`config.mk`:
```
export PLATFORM = sky130hd
export DESIGN_NAME = aes_inv_block_seq
export DESIGN_NICKNAME = d
export VERILOG_FILES = /design/src/rtl/aes_inv_block_seq.sv
export SDC_FILE = /design/constraint.sdc
export NUM_CORES = 2
export LEC_CHECK = 0
export ABC_AREA = 0
export CORE_AREA = 2 2 605 607
export CTS_CLUSTER_DIAMETER = 100
export DETAILED_ROUTE_END_ITERATION = 16
export DIE_AREA = 0 0 607 609
export SLEW_MARGIN = 0
export SYNTH_ARGS = -nofsm -noshare
export SYNTH_HDL_FRONTEND = slang
export SYNTH_SLANG_ARGS = --single-unit
```
`constraint.sdc`:
```
create_clock -name clk -period 2.7 [get_ports clk]
set_input_delay 0.27 -clock clk [delete_from_list [all_inputs] [get_ports clk]]
set_output_delay 0.27 -clock clk [all_outputs]
set_load 0.005 [all_outputs]
```
`src/rtl/aes_inv_block_seq.sv`:
```
// aes_inv_block_seq: splits 512-bit ciphertext words into four blocks for the inverse AES core and reassembles the plaintext
module aes_inv_block_seq #(
  parameter int KEY_WAIT = 12,
  parameter int TIMEOUT  = 64
) (
  input  logic         clk,
  input  logic         rst,
  input  logic [127:0] key_in,
  input  logic         key_valid,
  output logic         key_ready,
  input  logic [511:0] s_data,
  input  logic         s_valid,
  output logic         s_ready,
  output logic [511:0] m_data,
  output logic         m_valid,
  input  logic         m_ready,
  output logic         core_kld,
  output logic         core_ld,
  output logic [127:0] core_key,
  output logic [127:0] core_text_in,
  input  logic         core_done,
  input  logic [127:0] core_text_out,
  output logic         err
);
  localparam int CW = $clog2((KEY_WAIT > TIMEOUT ? KEY_WAIT : TIMEOUT) + 1);
  typedef enum logic [2:0] {S_IDLE, S_KEY_LD, S_KEY_WT, S_WAIT_IN, S_LOAD, S_RUN, S_OUT} state_t;
  state_t state_q, state_d;
  logic [127:0] key_q, key_d, text_q, text_d;
  logic [511:0] buf_q, buf_d, m_data_q, m_data_d;
  logic [CW-1:0] cnt_q, cnt_d;
  logic [1:0] idx_q, idx_d, idx_n;
  logic key_loaded_q, key_loaded_d, kld_q, kld_d, ld_q, ld_d;
  logic m_valid_q, m_valid_d, err_q, err_d;
  logic key_rdy_q, key_rdy_d, s_rdy_q, s_rdy_d;
  logic key_hs, s_hs;
  assign key_ready    = key_rdy_q;
  // a pending key always wins over a pending data word
  assign s_ready      = s_rdy_q & ~key_valid;
  assign key_hs       = key_valid & key_ready;
  assign s_hs         = s_valid & s_ready;
  assign idx_n        = idx_q + 2'd1;
  assign m_data       = m_data_q;
  assign m_valid      = m_valid_q;
  assign core_kld     = kld_q;
  assign core_ld      = ld_q;
  assign core_key     = key_q;
  assign core_text_in = text_q;
  assign err          = err_q;
  always_comb begin
    state_d      = state_q;
    key_d        = key_q;
    text_d       = text_q;
    buf_d        = buf_q;
    m_data_d     = m_data_q;
    cnt_d        = cnt_q;
    idx_d        = idx_q;
    key_loaded_d = key_loaded_q;
    m_valid_d    = m_valid_q;
    kld_d        = 1'b0;
    ld_d         = 1'b0;
    err_d        = 1'b0;
    case (state_q)
      S_IDLE: if (key_hs) begin
        key_d   = key_in;
        kld_d   = 1'b1;
        state_d = S_KEY_LD;
      end
      S_KEY_LD: begin
        key_loaded_d = 1'b0;
        cnt_d        = CW'(KEY_WAIT);
        state_d      = S_KEY_WT;
      end
      S_KEY_WT: if (cnt_q == '0) begin
        key_loaded_d = 1'b1;
        state_d      = S_WAIT_IN;
      end else cnt_d = cnt_q - CW'(1);
      S_WAIT_IN: if (key_hs) begin
        key_d   = key_in;
        kld_d   = 1'b1;
        state_d = S_KEY_LD;
      end else if (s_hs) begin
        buf_d   = s_data;
        idx_d   = 2'd0;
        text_d  = s_data[511:384];
        ld_d    = 1'b1;
        state_d = S_LOAD;
      end
      // counter expiring at zero puts err exactly TIMEOUT cycles after core_ld
      S_LOAD: begin
        cnt_d   = CW'(TIMEOUT - 2);
        state_d = S_RUN;
      end
      S_RUN: if (core_done) begin
        m_data_d[{~idx_q, 7'd0} +: 128] = core_text_out;
        if (idx_q == 2'd3) begin
          m_valid_d = 1'b1;
          state_d   = S_OUT;
        end else begin
          idx_d   = idx_n;
          text_d  = buf_q[{~idx_n, 7'd0} +: 128];
          ld_d    = 1'b1;
          state_d = S_LOAD;
        end
      end else if (cnt_q == '0) begin
        err_d    = 1'b1;
        m_data_d = '0;
        state_d  = S_WAIT_IN;
      end else cnt_d = cnt_q - CW'(1);
      S_OUT: if (m_ready) begin
        m_valid_d = 1'b0;
        state_d   = S_WAIT_IN;
      end
      default: state_d = S_IDLE;
    endcase
    key_rdy_d = (state_d == S_IDLE) | (state_d == S_WAIT_IN);
    s_rdy_d   = (state_d == S_WAIT_IN) & key_loaded_d;
  end
  always_ff @(posedge clk or negedge rst)
    if (!rst) begin
      state_q      <= S_IDLE;
      key_q        <= '0;
      text_q       <= '0;
      buf_q        <= '0;
      m_data_q     <= '0;
      cnt_q        <= '0;
      idx_q        <= '0;
      key_loaded_q <= 1'b0;
      m_valid_q    <= 1'b0;
      kld_q        <= 1'b0;
      ld_q         <= 1'b0;
      err_q        <= 1'b0;
      key_rdy_q    <= 1'b0;
      s_rdy_q      <= 1'b0;
    end else begin
      state_q      <= state_d;
      key_q        <= key_d;
      text_q       <= text_d;
      buf_q        <= buf_d;
      m_data_q     <= m_data_d;
      cnt_q        <= cnt_d;
      idx_q        <= idx_d;
      key_loaded_q <= key_loaded_d;
      m_valid_q    <= m_valid_d;
      kld_q        <= kld_d;
      ld_q         <= ld_d;
      err_q        <= err_d;
      key_rdy_q    <= key_rdy_d;
      s_rdy_q      <= s_rdy_d;
    end
endmodule
```
==> After elaboration in Yosys (flattened, before gate mapping) <==
Index checks and enable logic that the tools add are counted.
{ "classes": {"n_addsub": 3, "eq_ne": 15, "reduce_logical": 14, "muxes": 40, "n_bitwise": 9, "shifts": 3} }
{ "op_table": {"columns": ["operator", "count"], "rows": [
  ["$mux W512", 2],
  ["$bwmux W512", 1],
  ["$mux W128", 4],
  ["$shift A128 B11 Y512 const A", 1],
  ["$shiftx A128 B11 Y512", 1],
  ["$shiftx A512 B10 Y128", 1],
  ["$pmux W128 S2", 1],
  ["$pmux W7 S4", 1],
  ["$pmux W3 S7", 1],
  ["$mux W3", 6],
  ["$mux W7", 2],
  ["$ne A2 B2 Y1 const B", 7],
  ["$mux W1", 13],
  ["$neg A9 Y11", 1],
  ["$mux W2", 5],
  ["$eq A3 B2 Y1 const B", 3],
  ["$eq A3 B3 Y1 const B", 3],
  ["$logic_not A7 Y1", 1],
  ["$sub A7 B1 Y7 const B", 1],
  ["$logic_not A3 Y1", 2],
  ["$pmux W1 S2", 3],
  ["$reduce_and A2 Y1", 3],
  ["$reduce_bool A2 Y1", 3],
  ["$reduce_and A5 Y1", 1],
  ["12 further kinds", 17]
]} }
{ "totals": {"reg_bits": 1299, "output_inout_bits": 774, "input_bits": 774} }

==> Longest topological paths before layout <==
{ "depth": {"word_depth": 8, "depth_mapped": 13} }

==> Worst setup path before layout <==
No wires, ideal clock.
{ "synth_timing": {"kind": "flip-flop to flip-flop", "from": "reg idx_q[0]", "to": "reg text_q[119], in the netlist core_text_in[119]", "slack_ns": -0.273, "n_path_buf": 6, "required_time_ns": 2.570, "path_stages_with_launch": 12, "arrival_time_ns": 2.843, "path_cell_list": "dfrtp_1 buf_2 clkbuf_1 buf_2 inv_1 ha_1 clkbuf_1 clkbuf_1 clkbuf_1 mux4_2 nand2_1 a31oi_1"} }
{ "synth_between": {"elab_chain_len": 6, "word_cells_on_any_way": 9, "classes_between": "1 x add/sub; 2 x eq/ne; 1 x shift; 3 x mux; 1 x bitwise; 1 x reduce/logical"} }
{ "synth_lines": {"columns": ["item", "line_no", "rtl"], "rows": [
  ["start: declaration", "31", "logic [1:0] idx_q, idx_d, idx_n;"],
  ["start signal: assignment", "141", "idx_q <= idx_d;"],
  ["$add A2 B1 Y2", "41", "assign idx_n = idx_q + 2'd1;"],
  ["$not A2 Y2", "100", "text_d = buf_q[{~idx_n, 7'd0} +: 128];"],
  ["$shiftx A512 B10 Y128", "100", null],
  ["$mux W128", "95", "if (idx_q == 2'd3) begin"],
  ["$mux W128", "93", "S_RUN: if (core_done) begin"],
  ["$pmux W128 S2", "62", "case (state_q)"],
  ["end signal: assignment", "137", "text_q <= text_d;"],
  ["end: declaration", "28", "logic [127:0] key_q, key_d, text_q, text_d;"]
]} }
Several ways; a longest one is shown, not always the timed one. The select of a mux whose other input is x is not followed.
A chain may end at the register's enable or synchronous reset.

==> Worst setup path after layout <==
{ "layout_timing": {"from": "reg idx_q[0]", "to": "reg m_data_q[311], in the netlist m_data[311]"} }
{ "layout_between": {"elab_chain_len": 5, "word_cells_on_any_way": 6, "classes_between": "1 x add/sub; 2 x shift; 2 x mux; 1 x bitwise"} }
{ "layout_lines": {"columns": ["item", "line_no", "rtl"], "rows": [
  ["$not A2 Y2 *", "94", "m_data_d[{~idx_q, 7'd0} +: 128] = core_text_out;"],
  ["$neg A9 Y11 *", "94", null],
  ["$shiftx A128 B11 Y512 / $shift A128 B11 Y512 (equally long branches)", "94", null],
  ["$bwmux W512 *", "94", null],
  ["$mux W512 *", "93", null],
  ["end signal: assignment", "139", "m_data_q <= m_data_d;"],
  ["end: declaration", "29", "logic [511:0] buf_q, buf_d, m_data_q, m_data_d;"]
]} }
Mark *: on every way between the ends. The rest lies on a longest branch, timed or not.

==> implementation parameters <==
Parameter                              Value

Synthesis
  Mean cell area of the mapped netlist ... 11.8 um2
  Area leader, netlist ... sky130_fd_sc_hd__dfrtp_1
  Number of cells produced by synthesis ... 4556
  EDFF count, synth ... 0
  Asr flop ratio synth ... 100%
  Most used DFF post-synth ... sky130_fd_sc_hd__dfrtp_1
  Number of synthesized register bits ... 1299
  Leading cell types by total area after synthesis ... sky130_fd_sc_hd__dfrtp_1 60%, sky130_fd_sc_hd__mux2_2 13%, sky130_fd_sc_hd__nand2_1 5.5%
  Share of the synthesized area in the top cell type ... 60.5%
  Number of nets in the synthesized netlist ... 5336
  Sequential element share of the synthesized area ... 60.5%
  Number of different library cells in the post-synthesis netlist ... 49
  Synthesis Warnings ... 0
  Post-synthesis instance area ... 53800 um2

GRT
  Number of global-route vias before repair ... 44500
  Global-route wire length before repair ... 423 mm
  Total congestion overflow after global routing ... 0
  Number of antenna violations at the first check in global routing ... 233
  Maximum number of pins on one net before global-route repair ... 122
  Total track usage ... 17.0%

Clocking
  Number of buffers added by the clock tree synthesis step ... 167
  Clock Tree Root ... sky130_fd_sc_hd__clkbuf_16
  CTS tree ... done
  CTS clock-pin slew for the worst setup and hold paths ... 0.06 ns
  Clk Latency, worst-skew pair ... 0.87 ns
  # H-tree levels ... 4
  Clock tree sinks ... 1299
  Post-CTS Setup Bufs ... 0
  Count of cells resized by post-cts repair ... 0
  Number of buffers between clock root and the deepest sink ... 4

Die
  Vertical die dimension ... 609 um
  I/O pin count ... 1548
  Starting Density ... 14.8%
  Die width ... 607 um
  Area of the placeable core ... 364000 um2
  Area of the die ... 370000 um2
  Number of standard-cell rows in the floorplan ... 222

Detailed routing
  Routed wire length per instance ... 27.9 um
  Via-per-instance ratio ... 3.93
  Final wirelength ... 324 mm
  Pre-Repair DR Iteration Count ... 6
  First-iteration detailed-routing DRC count ... 3686
  DRC violations left ... 0
  Antenna viol nets, final ... 0
  DR vias ... 45500

Timing
  Worst hold margin ... 0.0943 ns
  Setup-failing EPs final ... 0
  Fin crit share ... 91.1%
  Skew final ... 0.0774 ns
  Max transition margin ... 48.4%
  Maximum clock rate ... 0.407 GHz
  Fin. max-slew vios ... 0
  Endpoints failing hold ... 0
  Least-Margin Pin Slew ... 0.772 ns
  Fin crit period ... 2.46 ns
  Setup repair after global routing missed its margin ... no

Place
  DPL Wire Length ... 265 mm
  Port Buf Inserts ... 1547
  GPL Wtd Cong ... 0.892

Setup path
  Delay of the slowest critical-path stage ... 0.54 ns
  Setup CP Type ... reg -> reg
  Highest net fanout along the worst path ... 23
  Data arrival time of the worst path ... 3.22 ns
  Cell repeated most along the worst path ... sky130_fd_sc_hd__buf_12
  Type of origin of the critical path ... register
  Worst-path cell with the longest stage delay ... sky130_fd_sc_hd__dfrtp_4
  Cell family with the largest share of critical-path delay ... simple AND/OR/NAND/NOR gates
  Crit path buffers/inverters ... 2
  Cell Chain, Critical Path ... ha_1, nor2b_1, and4_4, buf_12, buf_12, nand3_1, o21ai_0
  CP required ... 3.46 ns
  Category of the worst setup path capture point ... register

Cells and area
  Commonest cells after routing, fill and taps aside ... 1540 x sky130_fd_sc_hd__clkdlybuf4s50_1, 1298 x sky130_fd_sc_hd__dfrtp_1, 781 x sky130_fd_sc_hd__nand2_1, 640 x sky130_fd_sc_hd__mux2_2, 421 x sky130_fd_sc_hd__dlygate4sd3_1
  Most common cell after layout, fill and taps aside ... sky130_fd_sc_hd__clkdlybuf4s50_1
  Nets@finish ... 7360
  Share of the core filled with cells ... 23.8%
  Layout-stage area growth over the synthesis result ... 61.4%
  Fraction of final layout cells sized beyond drive strength 1 ... 19.2%

Worst hold path
  Worst min-delay path category ... in -> reg

Power and ir drop
  Peak supply drop ... 0.782 mV
  Post-layout power ... 0.0809 W
  Ratio of total power to cell area ... 933 nW/um2
  Leakage component of the power ... 36.5 nW

Flow run
  Total of max-cap violations ... 0

Status
  Run status ... complete, no violations
[logic make-up (layout without fill, tap and decap cells)]
family	after synthesis	in the layout	share of synthesized area [%]
xor+xnor	4	4	0.0652
simple gates	1338	1338	10.5
other cells	0	75	0
fa+ha+maj	6	6	0.140
buf+inv	593	2742	4.58
flops	1299	1299	60.5
compound gates	548	548	5.52
mux	768	768	18.8
[worst reg2reg max path, delay by kind of cell (launching register included)]
kind / cells / cell delay [ns]
adders and majority gates: 1 / 0.27
DFF: 1 / 0.54
buffers and inverters: 2 / 0.49
AOI/OAI and AO/OA: 1 / 0.10
and+or+nand+nor: 3 / 1.00
[stage by stage]
stage | instances | instance area [um2] | worst slack, ns | setup TNS (ns)
2_1_floorplan | 4556 | 53800 | -0.0140 | -0.276
3_3_place_gp | 10800 | 76600 | 0.0168 | 0
3_5_place_dp | 10800 | 76600 | 0.0368 | 0
4_1_cts | 11500 | 86600 | 0.0945 | 0
5_1_grt | 11600 | 86700 | 0.163 | 0
6_report | 11600 | 86800 | 0.241 | 0
[cell usage after synthesis (all sizes together) (2+ instances only)]
| master | count |
|---|---|
| buf | 164 |
| nand3b | 3 |
| nand2b | 3 |
| a31oi | 129 |
| nor3b | 2 |
| dfrtp | 1299 |
| a21oi | 9 |
| a21o | 3 |
| o21ai | 393 |
| nor2 | 138 |
| nor2b | 3 |
| nand2 | 781 |
| mux4 | 128 |
| clkbuf | 169 |
| nor3 | 7 |
| xor2 | 4 |
| or2 | 2 |
| mux2 | 640 |
| a221o | 2 |
| nand3 | 386 |
| ha | 6 |
| inv | 260 |
| or3b | 3 |
| or3 | 3 |
[state kept, by name, summed over array words and instances, names as in the netlist]
signal        flops
buf_q           512
m_valid           1
state_q           3
core_ld           1
s_rdy_q           1
cnt_q             7
core_kld          1
key_loaded_q      1
key_ready         1
idx_q             2
core_text_in    128
m_data          512
core_key        128
err               1
[path summary, 6_finish.rpt]
check	end	startpoint	slack, ns	cells after the start
min in group asynchronous	core_text_in[117]	rst	0.31	3
max reg2reg	m_data[311]	idx_q[0]	0.24	7
max	m_data[311]	idx_q[0]	0.24	7
min reg2reg	m_data[95]	m_data[95]	0.46	2
min	core_key[72]	key_in[72]	0.09	2
max in group asynchronous	cnt_q[6]	rst	1.62	3
[layer usage]
layer	vias up	share of wire, %	track usage, %
li1	19700	-	-
met1	23000	36	18.7
met2	1995	52	30.8
met3	679	7.5	4.65
met4	92	4.1	6.21
met5	-	0.18	0
[what timing repair did]
action | CTS | global route
hold endpoints to repair | 1421 | 0
setup endpoints to repair | 0 | 0
hold buffers | 422 | 0
[layout make-up]
class                           count  area, um2
Antenna cell                       75        188
Clock buffer                      231       4820
Clock inverter                     63        886
Fill cell                       38700     277000
Inverter                          260        976
Multi-Input combinational cell   2664      18900
Sequential cell                  1299      32500
Tap cell                         4816       6030
Timing Repair Buffer             2188      22400
[where the power goes]
part,leakage (nW),internal [W],total [W],switching [W]
Combinational,18.1,0.0152,0.0268,0.0116
Clock,2.78,0.0138,0.0235,0.00971
Sequential,15.6,0.0262,0.0306,0.00447
Total,36.5,0.0551,0.0809,0.0258
Note: power is estimated with default switching activity, not from simulation.
